===== src/rtl/mul_arbiter_pkg.sv =====
// Shared Q4.28 fixed-point constants and the default multiplier latency.
package mul_arbiter_pkg;
  localparam int unsigned        Q_WIDTH     = 32;
  localparam int unsigned        Q_FRAC      = 28;
  localparam logic [Q_WIDTH-1:0] Q_ONE       = 32'h1000_0000;
  localparam int unsigned        MUL_LATENCY = 3;

  typedef logic signed [Q_WIDTH-1:0] q4_28_t;
endpackage


===== src/rtl/mul_arbiter_fixed_mul.sv =====
// Pipelined signed fixed-point multiplier: LAT cycles valid_in -> valid_out,
// truncated product bits [FRAC+WIDTH-1:FRAC].
module fixed_mul #(
  parameter int unsigned WIDTH = 32,
  parameter int unsigned FRAC  = 28,
  parameter int unsigned LAT   = 3
) (
  input  logic                    clk,
  input  logic                    rst_n,
  input  logic                    valid_in,
  input  logic signed [WIDTH-1:0] a,
  input  logic signed [WIDTH-1:0] b,
  output logic                    valid_out,
  output logic        [WIDTH-1:0] p
);
  logic signed [2*WIDTH-1:0] prod_full;
  logic                      unused_prod;
  logic [LAT-1:0]            v_pipe;
  logic [WIDTH-1:0]          p_pipe [LAT];

  assign prod_full   = a * b;
  assign unused_prod = ^prod_full;

  always_ff @(posedge clk) begin
    if (!rst_n) begin
      v_pipe <= '0;
    end else begin
      v_pipe[0] <= valid_in;
      for (int unsigned i = 1; i < LAT; i++) v_pipe[i] <= v_pipe[i-1];
    end
  end

  always_ff @(posedge clk) begin
    p_pipe[0] <= prod_full[FRAC+WIDTH-1:FRAC];
    for (int unsigned i = 1; i < LAT; i++) p_pipe[i] <= p_pipe[i-1];
  end

  assign valid_out = v_pipe[LAT-1];
  assign p         = p_pipe[LAT-1];
endmodule


===== src/rtl/mul_arbiter.sv =====
// Round-robin arbiter sharing one pipelined Q4.28 multiplier among N_REQ requesters.
module mul_arbiter
  import mul_arbiter_pkg::*;
#(
  parameter int unsigned N_REQ   = 4,
  parameter int unsigned WIDTH   = Q_WIDTH,
  parameter int unsigned FRAC    = Q_FRAC,
  parameter int unsigned MUL_LAT = MUL_LATENCY
) (
  input  logic                         clk,
  input  logic                         rst,
  input  logic                         en,
  input  logic [N_REQ-1:0]             req_valid,
  output logic [N_REQ-1:0]             req_ready,
  input  logic [N_REQ*WIDTH-1:0]       req_a,
  input  logic [N_REQ*WIDTH-1:0]       req_b,
  output logic [N_REQ-1:0]             rsp_valid,
  output logic [WIDTH-1:0]             rsp_data,
  output logic [$clog2(MUL_LAT+2)-1:0] in_flight
);
  localparam int unsigned      IDX_W    = (N_REQ > 1) ? $clog2(N_REQ) : 1;
  localparam logic [IDX_W-1:0] LAST_IDX = IDX_W'(N_REQ - 1);

  logic [IDX_W-1:0] rr_ptr;
  logic [IDX_W-1:0] cand;
  logic [IDX_W-1:0] grant_idx;
  logic             found;
  logic             xfer;
  logic [WIDTH-1:0] mul_a;
  logic [WIDTH-1:0] mul_b;
  logic             mul_valid;
  logic [WIDTH-1:0] mul_p;
  logic [MUL_LAT-1:0] tag_v;
  logic [IDX_W-1:0]   tag_idx [MUL_LAT];

  // Cyclic search starting at rr_ptr; first valid requester wins.
  always_comb begin
    found     = 1'b0;
    grant_idx = '0;
    cand      = '0;
    for (int unsigned k = 0; k < N_REQ; k++) begin
      cand = IDX_W'((32'(rr_ptr) + k) % N_REQ);
      if (!found && req_valid[cand]) begin
        found     = 1'b1;
        grant_idx = cand;
      end
    end
  end

  assign xfer = found & en & ~rst;

  always_comb begin
    req_ready = '0;
    if (xfer) req_ready[grant_idx] = 1'b1;
  end

  assign mul_a = req_a[grant_idx*WIDTH +: WIDTH];
  assign mul_b = req_b[grant_idx*WIDTH +: WIDTH];

  always_ff @(posedge clk) begin
    if (rst) begin
      rr_ptr <= '0;
    end else if (xfer) begin
      rr_ptr <= (grant_idx == LAST_IDX) ? '0 : grant_idx + 1'b1;
    end
  end

  fixed_mul #(
    .WIDTH (WIDTH),
    .FRAC  (FRAC),
    .LAT   (MUL_LAT)
  ) u_mul (
    .clk       (clk),
    .rst_n     (~rst),
    .valid_in  (xfer),
    .a         (mul_a),
    .b         (mul_b),
    .valid_out (mul_valid),
    .p         (mul_p)
  );

  // Tag pipeline mirrors the multiplier stages so the index exits with its product.
  always_ff @(posedge clk) begin
    if (rst) begin
      tag_v <= '0;
    end else begin
      tag_v[0] <= xfer;
      for (int unsigned i = 1; i < MUL_LAT; i++) tag_v[i] <= tag_v[i-1];
    end
  end

  always_ff @(posedge clk) begin
    tag_idx[0] <= grant_idx;
    for (int unsigned i = 1; i < MUL_LAT; i++) tag_idx[i] <= tag_idx[i-1];
  end

  always_ff @(posedge clk) begin
    if (rst) begin
      rsp_valid <= '0;
      rsp_data  <= '0;
    end else begin
      rsp_valid <= '0;
      if (tag_v[MUL_LAT-1] && mul_valid) begin
        rsp_valid[tag_idx[MUL_LAT-1]] <= 1'b1;
        rsp_data                      <= mul_p;
      end
    end
  end

  always_ff @(posedge clk) begin
    if (rst) begin
      in_flight <= '0;
    end else begin
      case ({xfer, |rsp_valid})
        2'b10:   in_flight <= in_flight + 1'b1;
        2'b01:   in_flight <= in_flight - 1'b1;
        default: in_flight <= in_flight;
      endcase
    end
  end
endmodule


===== config.mk =====
export PLATFORM = sky130hd
export DESIGN_NAME = mul_arbiter
export DESIGN_NICKNAME = d
export VERILOG_FILES = /design/src/rtl/mul_arbiter_pkg.sv /design/src/rtl/mul_arbiter_fixed_mul.sv /design/src/rtl/mul_arbiter.sv
export SDC_FILE = /design/constraint.sdc
export NUM_CORES = 2
export LEC_CHECK = 0
export CAP_MARGIN = 0
export CORE_UTILIZATION = 30
export DETAILED_ROUTE_END_ITERATION = 7
export PLACE_DENSITY = 0.43
export SETUP_SLACK_MARGIN = 0.3
export SYNTH_ARGS = -nofsm -noshare
export SYNTH_HDL_FRONTEND = slang
export SYNTH_SLANG_ARGS = --single-unit

===== constraint.sdc =====
create_clock -name clk -period 19.8 [get_ports clk]
set_clock_uncertainty 0.2 [all_clocks]
set_input_delay 3.96 -clock clk [delete_from_list [all_inputs] [get_ports clk]]
set_output_delay 3.96 -clock clk [all_outputs]
set_load 0.005 [all_outputs]

* Yosys cells after proc, flatten, opt, wreduce, memory -nomap -nowiden
Memories as Yosys holds them, arrays and structs flattened. A register that Yosys moved wholly into a read port is not among the register bits.
Index checks and enable logic that the tools add are counted.
** Operators by class
- Add/subtract/negate cells :: 6
- Multipliers :: 1
- Order comparisons :: 8
- Equality and inequality tests :: 3
- Shift operators :: 2
- Muxes and demuxes :: 23
- Bitwise gates (word level) :: 4
- Reductions and logical operators :: 12
** Operators by type and width (number)
- 128-bit by 8-bit indexed part select with 32-bit output :: 2
- 32-bit by 32-bit multiplier with 60-bit output :: 1
- 2-bit by 3-bit less-than comparator with 1-bit output (second input constant) :: 6
- 1-bit 2-to-1 mux :: 10
- 2-bit 2-to-1 mux :: 5
- 1-bit binary-select mux with 2-bit select :: 4
- 1-bit logical AND :: 6
- 3-bit one-hot mux with 2 select lines :: 1
- 2-bit by 1-bit adder with 2-bit output (second input constant) :: 2
- 2-bit adder (second input constant) :: 2
- 1-bit demux with 2-bit select :: 2
- 2-bit equality test (second input constant) :: 2
- 2-bit by 1-bit >= comparator with 1-bit output (second input constant) :: 2
- 4-bit 2-to-1 mux :: 1
- 4-bit OR reduction :: 1
- 3-bit by 1-bit adder with 3-bit output (second input constant) :: 1
- 1-bit zero test :: 3
- 3-bit by 1-bit subtractor with 3-bit output (second input constant) :: 1
- 1-bit AND :: 2
- 2-bit by 1-bit equality test with 1-bit output (second input constant) :: 1
- 1-bit inverter :: 2
- 2-bit nonzero test :: 1
- 2-bit OR reduction :: 1
** Storage, ports and cells
- Register bits after elaboration :: 15
- Bits in writable memories :: 102
- Bits of input ports :: 263
- Output and inout bits :: 43
- Word-level logic and storage cells :: 66
- Memories kept :: 2
** Memories
- u_mul.p_pipe :: words 3, bits a word 32, read ports 3, clocked after memory_dff 1, write ports 3, RTL line mul_arbiter_fixed_mul.sv:19 : logic [WIDTH-1:0] p_pipe [LAT];
- tag_idx :: words 3, bits a word 2, read ports 3, clocked after memory_dff 0, write ports 3, RTL line mul_arbiter.sv:34 : logic [IDX_W-1:0] tag_idx [MUL_LAT];

* Longest topological paths before layout
- Depth after elaboration :: 17
- Gate-level depth with buffers :: 40
- Depth with buffers taken out :: 35

* Cells and area by module
From an unflattened synthesis, not the netlist that was laid out.
** Unflattened totals
- Cell total of the unflattened synthesis :: 4228
- Area, all modules :: 40645.2 um^2
** Modules (own cells, without submodules)
- fixed_mul :: instances 1, cells each 3801, area an instance 36552.6 um^2, seq. area each 1981.9 um^2
- mul_arbiter :: instances 1, cells each 427, area an instance 4092.7 um^2, seq. area each 1001.0 um^2

* Worst setup path before layout
OpenSTA, ideal clock, no wires.
- Kind :: in2reg
- Start point :: input req_valid[2]
- End point :: memory u_mul.p_pipe[0][19]
- Arrival time :: 12.763 ns
- Required time :: 19.505 ns
- Path slack :: 6.742 ns
- Stages :: 37
- Buffers on the path :: 6
- Cell sequence :: nor2b_1 -> a211oi_2 -> nor2_2 -> buf_2 -> buf_2 -> buf_4 -> buf_2 -> mux2i_1 -> nand2_1 -> nand2_1 -> clkbuf_1 -> nor2_1 -> fa_1 -> inv_1 -> fa_1 -> inv_1 -> fa_1 -> inv_1 -> fa_1 -> inv_1 -> fa_1 -> fa_1 -> fa_1 -> fa_1 -> ha_1 -> clkbuf_1 -> a41o_1 -> a21oi_1 -> o21ai_0 -> a21oi_1 -> nand3_1 -> o31a_1 -> o21ai_1 -> nand3_1 -> a31o_2 -> a2111o_1 -> o311ai_1
** RTL lines
- start: declaration :: RTL line mul_arbiter.sv:13 : input logic [N_REQ-1:0] req_valid,
- end: declaration :: RTL line mul_arbiter_fixed_mul.sv:19

==> results.yml <==
sta:
  finalHoldViolCount: 0
  clock.fmax_mhz: 66.0
  setup_tns_ps: 0
  final-setup-viol-count: 0
  whs_ps: 119
  tightest_slew_ps: 997
  fin_ws_ps: 4650
  finalCriticalPeriod_ps: 15150
  slew-limit-headroom_pct: 33.4
  rsz0062_at_grt: "false"
  finalMaxSlewViolations: 0
  finalCritPeriodShare_pct: 76.5
floorplan:
  top_level_ports: 306
  die_area_sq_mm: 0.133
  die_h_microns: 365
  start_util_pct: 30.4
  die_w_microns: 365
  coreArea_sq_mm: 0.130
  rows: 132
place:
  dp_hpwl_mm: 120
  gp_congestion: 0.866
  port_buffers: 305
  pre_cts_ws_ps: 4110
clock_network:
  clk_pin_slew_ps: 70
  cts_buffers: 17
  cts_tree: "built"
  ctsResizeCount: 0
  cts-root-buf: "clkbuf_16"
  max-clock-path-buffers: 2
  clock_sinks: 146
  insertion_delay_ps: 430
  post-cts-setup-buffers: 0
  htree_levels: 4
  ctsHoldBuffers: 0
yosys:
  synth_fp_nets: 5837
  synth_xor_area_share_pct: 1.24
  yosys_warnings: 0
  synth_top_cell_by_area: "fa_1"
  synth_cell_type_count: 75
  synth_fa_ha_area_share_pct: 58.3
  synthesis.area_sq_mm: 0.0395
  async_flop_share_pct: 0
  synth-compound-area-share_pct: 2.99
  synthMuxAreaShare_pct: 3.99
  ys_seq_elements: 146
  synth_edf_count: 0
  synth_simple_gate_area_share_pct: 14.6
  syn_inst: 4357
  syn_avg_cell_area_sq_um: 9.06
  synth_seq_area_share_pct: 7.40
  synth_ff_type: "dfxtp_1"
  synth_top_area_share_pct: 52.6
  synth_top_family_by_area: "adder cells"
  yosys-top-cells-area: "fa_1 (53%), inv_1 (9.2%), dfxtp_1 (7.4%)"
min_path:
  min_path_cells: 0
  whs_endpoint: "tag_idx[0][3]"
  hp-start: "tag_idx[0][1]"
  hp-class: "reg2reg"
final_layout:
  ff_latch_area_sq_mm: 0.00292
  nNetsFinal: 6052
  utilization_pct: 34.8
  multi_input_area_sq_mm: 0.0321
  drive_gt1_share_pct: 3.84
  area_growth_pct: 14.6
  fillCellCount: 13600
setup_path:
  regToRegSetupSlack_ps: 8210
  worstReg2RegEnd: "u_mul.p_pipe[0][29]"
  crit_arrival_ps: 15280
  start_kind: "input pin"
  critPathKind: "in2reg"
  critical_path.most_common_cell: "fa_1"
  path_max_fanout: 50
  slowest_delay_ps: 810
  rr_worst_depth: 34
  required_ps: 19930
  r2r_start: "rr_ptr[1]"
  end_kind: "flop"
  worst_path_max_delay_cell: "mux2_2"
global_routing:
  grt_pass1_wl_mm: 226
  grt_max_degree: 74
  antenna_found_initial: 4
  grt_overflow: 0
  grtUsageTotal_pct: 23.5
  grt_pass1_vias: 34000
route:
  finalWirelength_mm: 150
  firstDrtPassIters: 5
  ant_nets: 0
  detail_route.wl_per_cell_microns: 23.8
  drc: 0
  viasPerCell: 4.75
  drt_iter0_drc: 1967
  vias: 30100
job:
  drv_cap: 0
run_status:
  status: "complete, no violations"
[flip-flops by register name, indices dropped and copies added, names as in the netlist]
signal and cells:
in_flight 3, rr_ptr 2, rsp_data 32, rsp_valid 4, tag_idx 6, u_mul.p_pipe 96, u_mul.v_pipe 3
[Yosys cell counts, types with 10 or more instances]
cell type and count:
a21oi_1 59, buf_1 17, nand3_1 16, dfxtp_1 146, and2_1 67, buf_2 58
inv_1 967, nor2_1 569, mux2i_1 154, a21o_1 28, fa_1 1037, xnor2_1 40
xor2_1 16, nand2_1 696, nor2b_1 10, clkbuf_1 138, ha_1 180, o21ai_0 27
[cell families (layout without fill, tap and decap cells)]
group | after synthesis | after routing
compound gates | 175 | 175
xor+xnor | 56 | 56
fa+ha+maj | 1217 | 1217
buf+inv | 1187 | 1415
flops | 146 | 146
mux | 157 | 157
other cells | 0 | 1
simple gates | 1419 | 1419
[critical path: cells and delay by family]
kind / cells / cell delay, ps
AOI/OAI and AO/OA: 11 / 2580
adders and majority gates: 9 / 4500
buffers and inverters: 9 / 2240
muxes: 2 / 1080
and+or+nand+nor: 4 / 660
[area by class of cell]
cell class,instances,area share (%)
antenna,1,0.00553
timing repair buffer,413,8.56
clock buffer,18,0.971
tap,1742,4.82
inverter,970,8.05
multi-input combinational,3024,70.9
sequential,146,6.47
clock inverter,14,0.257
[metrics by stage]
step / instance area [sq um] / std cells
global placement: 44700 / 6295
global route: 45200 / 6327
finish: 45200 / 6328
CTS: 45200 / 6327
detailed placement: 44700 / 6295
floorplan: 39500 / 4357
[cells in the final DEF, fill, tap and decap left out, types with 7 or more instances in the layout]
cell type        count
nand2b_1             9
a21o_1              28
nor2b_1             10
nand4_1              9
buf_4              107
inv_6                7
ha_1               180
inv_1              967
nand2_1            692
o21bai_1             7
xor2_1              16
o21ai_0             27
mux2i_1            154
clkdlybuf4s50_1    304
and2_1              61
a21oi_1             56
fa_1              1037
and3_1               9
nand3_1             16
nor2_1             569
dfxtp_1            145
clkbuf_16           17
xnor2_1             40
[how the worst max path moves through the flow]
stage | slack, ps | from | to | cells past startpoint
global placement | 4280 | req_valid[0] | u_mul.p_pipe[0][29] | 37
floorplan | 6740 | req_valid[2] | u_mul.p_pipe[0][19] | 37
detailed placement | 4110 | req_valid[0] | u_mul.p_pipe[0][29] | 37
global route | 3840 | req_valid[0] | u_mul.p_pipe[0][29] | 37
finish | 4650 | req_valid[0] | u_mul.p_pipe[0][29] | 35
CTS | 4580 | req_valid[0] | u_mul.p_pipe[0][29] | 37
[metal layers]
| metal | routed length [microns] | GRT usage [%] | vias up | part of all wire, % |
|---|---|---|---|---|
| met4 | 5030 | 6.66 | 0 | 3.3 |
| met1 | 61500 | 29.4 | 15900 | 41 |
| met2 | 76500 | 42.4 | 926 | 51 |
| met5 | 0 | 0 | - | 0 |
| li1 | - | - | 13000 | - |
| met3 | 7340 | 2.59 | 194 | 4.9 |
Power is left out: the tool's default activity adds up to more than one toggle a clock period on the data nets, which glitch-free logic cannot reach.
